File: src/rtl/bilinear_ctrl.sv
// Job-queue controller for a bilinear scaler core: queues host jobs, launches them on the core and reports completion.
// Optional performance counters (o_last_cycles, o_jobs_done) are built only when BILINEAR_CTRL_PERF_EN is defined.
module bilinear_ctrl #(
  parameter int QDEPTH = 4
) (
  input  logic                       clk,
  input  logic                       rst_n,
  input  logic                       i_job_valid,
  output logic                       o_job_ready,
  input  logic [15:0]                i_job_in_w,
  input  logic [15:0]                i_job_in_h,
  input  logic [15:0]                i_job_scale_q88,
  input  logic                       i_err_clr,
  input  logic                       i_step_en,
  input  logic                       i_step_req,
  output logic                       o_core_start,
  output logic [15:0]                o_core_in_w,
  output logic [15:0]                o_core_in_h,
  output logic [15:0]                o_core_scale_q88,
  output logic                       o_core_step_en,
  output logic                       o_core_step_pulse,
  input  logic                       i_core_busy,
  input  logic                       i_core_done,
  output logic                       o_idle,
  output logic                       o_irq,
  output logic                       o_err,
  output logic [$clog2(QDEPTH):0]    o_q_count,
  output logic [15:0]                o_jobs_done,
  output logic [31:0]                o_last_cycles
);

  localparam int AW = $clog2(QDEPTH);
  localparam int CW = AW + 1;

  typedef enum logic [2:0] {S_IDLE, S_LAUNCH, S_WAIT_BUSY, S_RUN, S_COMPLETE} state_t;

  state_t          r_state;
  logic [47:0]     r_mem [QDEPTH];
  logic [AW-1:0]   r_wr_ptr;
  logic [AW-1:0]   r_rd_ptr;
  logic [CW-1:0]   r_count;
  logic            r_err;
  logic            r_irq;
  logic            r_core_start;
  logic [15:0]     r_core_in_w;
  logic [15:0]     r_core_in_h;
  logic [15:0]     r_core_scale;
  logic            r_step_en;
  logic [1:0]      r_req_sync;
  logic            r_req_prev;
  logic            r_step_pulse;

  logic w_full, w_empty, w_legal, w_accept, w_push, w_reject, w_pop, w_launch, w_done_seen;

  assign w_full      = (r_count == CW'(QDEPTH));
  assign w_empty     = (r_count == '0);
  assign w_legal     = (i_job_scale_q88 != 16'd0) && (i_job_in_w >= 16'd2) && (i_job_in_h >= 16'd2);
  assign w_accept    = i_job_valid && !w_full;
  assign w_push      = w_accept && w_legal;
  assign w_reject    = w_accept && !w_legal;
  assign w_pop       = (r_state == S_COMPLETE);
  assign w_launch    = (r_state == S_IDLE) && !w_empty;
  assign w_done_seen = ((r_state == S_WAIT_BUSY) || (r_state == S_RUN)) && i_core_done;

  // NOTE: queue storage has no reset; emptiness is tracked by the pointers and count alone.
  always_ff @(posedge clk) begin
    if (w_push) r_mem[r_wr_ptr] <= {i_job_in_w, i_job_in_h, i_job_scale_q88};
  end

  // Push and pop may coincide in COMPLETE; the count carries the net change.
  always_ff @(posedge clk or negedge rst_n) begin
    if (!rst_n) begin
      r_wr_ptr <= '0;
      r_rd_ptr <= '0;
      r_count  <= '0;
      r_err    <= 1'b0;
    end else begin
      if (w_push) r_wr_ptr <= r_wr_ptr + AW'(1);
      if (w_pop)  r_rd_ptr <= r_rd_ptr + AW'(1);
      r_count <= r_count + CW'(w_push) - CW'(w_pop);
      if (w_reject)       r_err <= 1'b1;
      else if (i_err_clr) r_err <= 1'b0;
    end
  end

  always_ff @(posedge clk or negedge rst_n) begin
    if (!rst_n) begin
      r_state      <= S_IDLE;
      r_irq        <= 1'b0;
      r_core_start <= 1'b0;
      r_core_in_w  <= '0;
      r_core_in_h  <= '0;
      r_core_scale <= '0;
    end else begin
      r_irq        <= 1'b0;
      r_core_start <= 1'b0;
      case (r_state)
        S_IDLE: begin
          if (w_launch) begin
            {r_core_in_w, r_core_in_h, r_core_scale} <= r_mem[r_rd_ptr];
            r_state <= S_LAUNCH;
          end
        end
        S_LAUNCH: begin
          r_core_start <= 1'b1;
          r_state      <= S_WAIT_BUSY;
        end
        S_WAIT_BUSY: begin
          if (i_core_done) begin
            r_irq   <= 1'b1;
            r_state <= S_COMPLETE;
          end else if (i_core_busy) begin
            r_state <= S_RUN;
          end
        end
        S_RUN: begin
          if (i_core_done) begin
            r_irq   <= 1'b1;
            r_state <= S_COMPLETE;
          end
        end
        S_COMPLETE: r_state <= S_IDLE;
        default:    r_state <= S_IDLE;
      endcase
    end
  end

  // Step requests cross in asynchronously; only synchronized rising edges in RUN become pulses.
  always_ff @(posedge clk or negedge rst_n) begin
    if (!rst_n) begin
      r_step_en    <= 1'b0;
      r_req_sync   <= '0;
      r_req_prev   <= 1'b0;
      r_step_pulse <= 1'b0;
    end else begin
      r_step_en    <= i_step_en;
      r_req_sync   <= {r_req_sync[0], i_step_req};
      r_req_prev   <= r_req_sync[1];
      r_step_pulse <= r_req_sync[1] && !r_req_prev && (r_state == S_RUN) && r_step_en;
    end
  end

`ifdef BILINEAR_CTRL_PERF_EN
  logic [31:0] r_cyc;
  logic [31:0] r_last_cycles;
  logic [15:0] r_jobs_done;

  // r_cyc holds the inclusive cycle count from LAUNCH up to the current cycle.
  always_ff @(posedge clk or negedge rst_n) begin
    if (!rst_n) begin
      r_cyc         <= '0;
      r_last_cycles <= '0;
      r_jobs_done   <= '0;
    end else begin
      if (w_launch) begin
        r_cyc <= 32'd1;
      end else if (((r_state == S_LAUNCH) || (r_state == S_WAIT_BUSY) || (r_state == S_RUN))
                   && (r_cyc != 32'hFFFF_FFFF)) begin
        r_cyc <= r_cyc + 32'd1;
      end
      if (w_done_seen) begin
        r_last_cycles <= r_cyc;
        r_jobs_done   <= r_jobs_done + 16'd1;
      end
    end
  end

  assign o_last_cycles = r_last_cycles;
  assign o_jobs_done   = r_jobs_done;
`else
  assign o_last_cycles = '0;
  assign o_jobs_done   = '0;
`endif

  assign o_job_ready       = !w_full;
  assign o_idle            = (r_state == S_IDLE) && w_empty;
  assign o_irq             = r_irq;
  assign o_err             = r_err;
  assign o_q_count         = r_count;
  assign o_core_start      = r_core_start;
  assign o_core_in_w       = r_core_in_w;
  assign o_core_in_h       = r_core_in_h;
  assign o_core_scale_q88  = r_core_scale;
  assign o_core_step_en    = r_step_en;
  assign o_core_step_pulse = r_step_pulse;

endmodule

File: config.mk
export PLATFORM = sky130hd
export DESIGN_NAME = bilinear_ctrl
export DESIGN_NICKNAME = d
export VERILOG_FILES = /design/src/rtl/bilinear_ctrl.sv
export SDC_FILE = /design/constraint.sdc
export NUM_CORES = 1
export LEC_CHECK = 0
export CAP_MARGIN = 30
export CORE_ASPECT_RATIO = 0.8
export CORE_MARGIN = 4
export CORE_UTILIZATION = 45
export DETAILED_ROUTE_END_ITERATION = 8
export PLACE_DENSITY = 0.73
export SKIP_CTS_REPAIR_TIMING = 1
export SYNTH_ARGS = -nofsm -noshare
export SYNTH_HDL_FRONTEND = slang
export SYNTH_SLANG_ARGS = --single-unit
export TNS_END_PERCENT = 5
File: constraint.sdc
create_clock -name clk -period 5.89 [get_ports clk]
set_input_delay 0.8835 -clock clk [delete_from_list [all_inputs] [get_ports clk]]
set_output_delay 0.8835 -clock clk [all_outputs]
set_load 0.05 [all_outputs]
After elaboration in Yosys (flattened, before gate mapping)
Memory sizes are Yosys's and may differ from the RTL's. A register that Yosys moved wholly into a read port is not among the register bits. Cells that the tools add are included.

Output and inout port bits: 106. Memories kept: 1. Bits in registers: 18. Word-level logic and storage cells: 60. Bits in writable memories: 192.

Memory list: r_mem (depth 4, width 48, rd ports 1, clocked after memory_dff 1, write ports 1, line 38) `logic [47:0] r_mem [QDEPTH];`.

Equality and inequality tests: 8. $add $sub $neg: 4. Order comparisons: 2. Muxes and demuxes: 12. Reduce and logical (&&, ||, !) cells: 22.

Operators with widths (count): $ge 16x2->1 const B (2); $reduce_bool 16->1 (1); $mux 3 (4); $pmux 3 s4 (1); $logic_and 1x1->1 (10); $mux 1 (7); $eq 3x2->1 const B (2); $eq 3x3->1 const B (2); $logic_not 3->1 (2); $logic_not 1->1 (5); $add 2x1->2 const B (2); $ne 2x2->1 const B (2); $add 3x1->3 (1); $eq 3x1->1 const B (1); $ne 3x3->1 const B (1); $reduce_and 3->1 (1); $sub 3x1->3 (1); $reduce_and 2->1 (1); $reduce_bool 2->1 (1); $reduce_or 2->1 (1).

Depth between registers and ports, before layout
Depth after elaboration: 6. Mapped depth: 11.

Least setup slack after synthesis
OpenSTA, ideal clock, no wires.

Path type: register -> output. From: register r_count[0], in the netlist o_q_count[0]. To: output o_idle. Path buffers: 0. Arrival time: 2.486 ns. Setup slack: 2.520 ns. Cell stages (with the launch flop): 3. Path through: dfrtp_1 -> or3_1 -> nor4_1.

Cells in the longest elaborated chain, start to end: 2.

RTL lines: start, declared (line 41) `logic [CW-1:0] r_count;`; start signal, assigned (line 80) `r_count <= r_count + CW'(w_push) - CW'(w_pop);`; $logic_not 3->1 (line 56) `assign w_empty = (r_count == '0);`; $logic_and 1x1->1 (line 176) `assign o_idle = (r_state == S_IDLE) && w_empty;`; end, declared (line 24) `output logic o_idle,`.

Every way passes these cells.

Worst setup path in the final report
Same ends and word-level chain as after synthesis.

==> results.txt <==
- TritonCTS created 26 clock buffers.
- Synthesis produced a netlist whose cell count is 482.
- Switch share: 34.5%
- Wire segments on met2 add up to a little over 9000 um in the final route.
- Worst supply voltage drop on vdd: 384 uV
- Final setup violation count: 0
- Counting flops with an async set or reset pin after synthesis yields a share of 25.6%.
- The share of the Yosys chip area taken by registers is 74.6%.
* Top cell type by total area after synthesis: sky130_fd_sc_hd__edfxtp_1
- In this design, the stage delay of the slowest critical-path cell is roughly 860 ps.
* Average wire per cell in the routed design: 21.3 um
- Pint: between 4 and 5 mW
- In this run the number of H-tree levels came out at 1.
- Routed wl met3: 1060 um
- Once layout is complete, the utilization of the core stands at 55.9%.
* Clock network power share: 23.3%
- Chip Height: about 140 um
- Final worst hold slack: around 200 ps
- The worst setup path is launched from a flop.
- Class of the most critical hold timing path: input port to asynchronous set/reset pin
- Nature of the critical path endpoint: output port
- Vias per std cell: approximately 5.2
- Setup repair after global routing left no endpoint under its margin.
- For this run, the leading register cell type out of synthesis is sky130_fd_sc_hd__edfxtp_1.
- The startpoint identified for the worst register-to-register timing path is o_q_count[2].
* Port Buffers: between 100 and 150
- Measured against its own limit, the worst slew margin works out to 50.2%.
- Final worst path period need: 3460 ps
- On the critical path, the stage with the largest delay is an instance of sky130_fd_sc_hd__clkdlybuf4s50_1.
- Portion of the clock cycle consumed by the worst path in the final layout: between 50% and 60%
* Worst-path fanout max: 4
- CP Class: flop to output port
- Via count of the routed design: approximately 4,700
- The analysis attributes to net switching a power of ~2.4 mW.
- Counting the fill cells in the layout gives 1,589.
- Antenna-violating nets left: 0
- TritonCTS built the clock tree.
* 1st-pass router iterations: 4
- Among cell families on the critical path, the largest total delay comes from buffers and inverters.
- The first global-routing pass estimated 30,000 um of wire.
* GR Overflow Total: 0
- The commonest cells after synthesis are sky130_fd_sc_hd__edfxtp_1 (192), sky130_fd_sc_hd__dfrtp_1 (66), sky130_fd_sc_hd__buf_4 (49), sky130_fd_sc_hd__mux2_2 (48), sky130_fd_sc_hd__mux4_2 (48).
- Routability congestion estimate: about 0.70
* Die outline area: 24,500 um2
- Entering global routing, the biggest net connects 67 pins.
- The number of max-slew violations in the final report came to 0.
- The clock net in this run drives a total of 258 sinks.
* Multi-input combinational cell area: 2220 um2
- Counting tap cells, the placed design contains a total of ~860 instances.
* Ports placed on the boundary: 162
* Maximum achievable frequency: 0.289 GHz
- STA puts the critical path data arrival time at 2570 ps.
* Iteration-0 DRC count of the detailed router: 276
- Registers take 7420 um2.
- Data on the critical path is required at its endpoint by 5010 ps.
- For the final routed database, the setup TNS stands at 0 ps.
- Dominant cells by area after synthesis: sky130_fd_sc_hd__edfxtp_1 (58%), sky130_fd_sc_hd__dfrtp_1 (17%), sky130_fd_sc_hd__mux4_2 (11%)
- Across the routed clock network, the largest skew measured is 8.78 ps.
- Counting flops with a built-in enable in the synthesized netlist gives 192.
* Count of cell types in the netlist: 33
- The final number of hold-violating endpoints came to 0.
* Flops & latches, synth: approximately 260
- Most frequent cell after synthesis: sky130_fd_sc_hd__edfxtp_1
- Initial Utilization: about 46%
* Proportion of power drawn by combinational gates: a little under two fifths
- Post-CTS clock slew at the launch and capture registers of the worst setup and hold paths: ~60 ps
* Origin of the worst setup path: o_q_count[0]
- Number of max-cap violations: 0
- Non-filler cells in the finished layout: approximately 910
* Power after layout: 6.88 mW
- Number of warnings reported in the yosys synthesis log: 0
- Leakage component of the power: 4.29 nW
- Avg Inst Size Synth: between 20 and 25 um2
* Number of global-route vias before repair: 5,126
* Met1 wire length: 8600 um
- Netlist area before placement: 9940 um2
* Result of the run: finished, final reports clean
- From synthesis to final layout, the design area changed by 21.6%.
- DRC violation count after routing: 0
- The share of synthesized area in the top cell type comes to 58.0%.
- Core area: 21,600 um2
- Skew-Pair Late Insertion Delay: 510 ps
* # nets final: ~680
* Total wire length after detailed routing: a little under 20,000 um
- Maximum buffer depth of the clock tree: 3
* # rows: 48
- Total buffers and inverters traversed by the critical path: 1
- Die Width: 174 um
- Global router's overall resource usage: roughly 16%
- The number of antenna violations at the first check in global routing was 0.
- After legalization and detailed placement, the total HPWL measured 12,200 um.
* Pwr/cell area: 569 nW/um2
- Signal routing reaches up to met4.
- In this run the clock root is driven by a sky130_fd_sc_hd__clkbuf_16.
* Critical-path cell list: or3_1, nor4_1, clkdlybuf4s50_1
- Fraction of layout instances using a drive strength above 1: 23.9%
* Antenna cell count: 0
* Flop2flop setup slack: ~3300 ps
* Share of power burned in registers: between 30 and 40%
* Worst Tran Pin Value: 747 ps
## area by class of cell
class	count	share of cell area [%]
clock buffers	37	6.05
clock inverters	10	0.993
inverters	7	0.217
multi-input cells	199	18.4
flip-flops and latches	258	61.4
well taps	275	2.85
repair buffers	121	10.2
## through the flow
step | cell area (um2) | worst slack (ps)
5_1_grt | 12100 | 2370
3_3_place_gp | 11200 | 1980
2_1_floorplan | 10100 | 2520
4_1_cts | 12100 | 2420
3_5_place_dp | 11200 | 2000
6_report | 12100 | 2430
## per-layer routing
metal  vias up  global-route usage [%]
li1       2072                       -
met1      2462                    21.9
met2       141                    26.0
met3        25                    3.35
met4         0                    3.54
met5         -                       0
## cells by family (layout without fill, tap and decap cells)
kind of cell,after synthesis,in the layout,share of synthesized area (%)
compound gates,4,4,0.239
xor+xnor,5,5,0.440
fa+ha+maj,7,7,0.956
buf+inv,72,175,4.90
flops,258,258,74.6
mux,97,97,16.5
other cells,1,48,0.0377
simple gates,38,38,2.37
## path summary, 6_finish.rpt
check                                 end  depth (start not counted)
max                                o_idle                          3
min in group clk            r_req_sync[1]                          0
max in group asynchronous     r_rd_ptr[0]                          2
min reg2reg                 r_req_sync[1]                          0
max reg2reg                  r_mem[3][20]                          5
min                        o_core_in_h[5]                          1
## power by group through the flow
stage                     clock [mW]  sequential, mW  combinational (mW)
after global placement             0            2.82                2.43
after floorplan                    0            3.31                1.24
after detailed placement           0            2.77                2.58
after global routing            1.72            2.78                2.70
after CTS                       1.64            2.74                2.59
final                           1.60            2.73                2.55
## sequential cells by signal (all words and copies together), names as in the netlist
register,count
o_q_count,3
r_mem,192
o_core_step_pulse,1
o_core_scale_q88,16
o_core_in_w,16
r_rd_ptr,2
r_wr_ptr,2
o_core_in_h,16
o_core_start,1
o_err,1
r_req_prev,1
r_state,3
o_irq,1
r_req_sync,2
o_core_step_en,1
## placed cells by master, fill, tap and decap left out, types with 3 or more instances in the layout
cell type                         count
sky130_fd_sc_hd__clkinv_2             4
sky130_fd_sc_hd__mux2_2              48
sky130_fd_sc_hd__ha_1                 6
sky130_fd_sc_hd__buf_4                7
sky130_fd_sc_hd__conb_1              48
sky130_fd_sc_hd__clkbuf_1             7
sky130_fd_sc_hd__clkbuf_16           26
sky130_fd_sc_hd__clkbuf_8             4
sky130_fd_sc_hd__nand2_1              3
sky130_fd_sc_hd__nand2b_1             3
sky130_fd_sc_hd__edfxtp_1           192
sky130_fd_sc_hd__mux4_2              48
sky130_fd_sc_hd__nor4_1              11
sky130_fd_sc_hd__nor2_1               3
sky130_fd_sc_hd__nand4_1              3
sky130_fd_sc_hd__inv_1                7
sky130_fd_sc_hd__clkdlybuf4s50_1    112
sky130_fd_sc_hd__dfrtp_1             64
sky130_fd_sc_hd__and2_2               4
sky130_fd_sc_hd__xnor2_1              4
(Power assumes the default switching activity.)
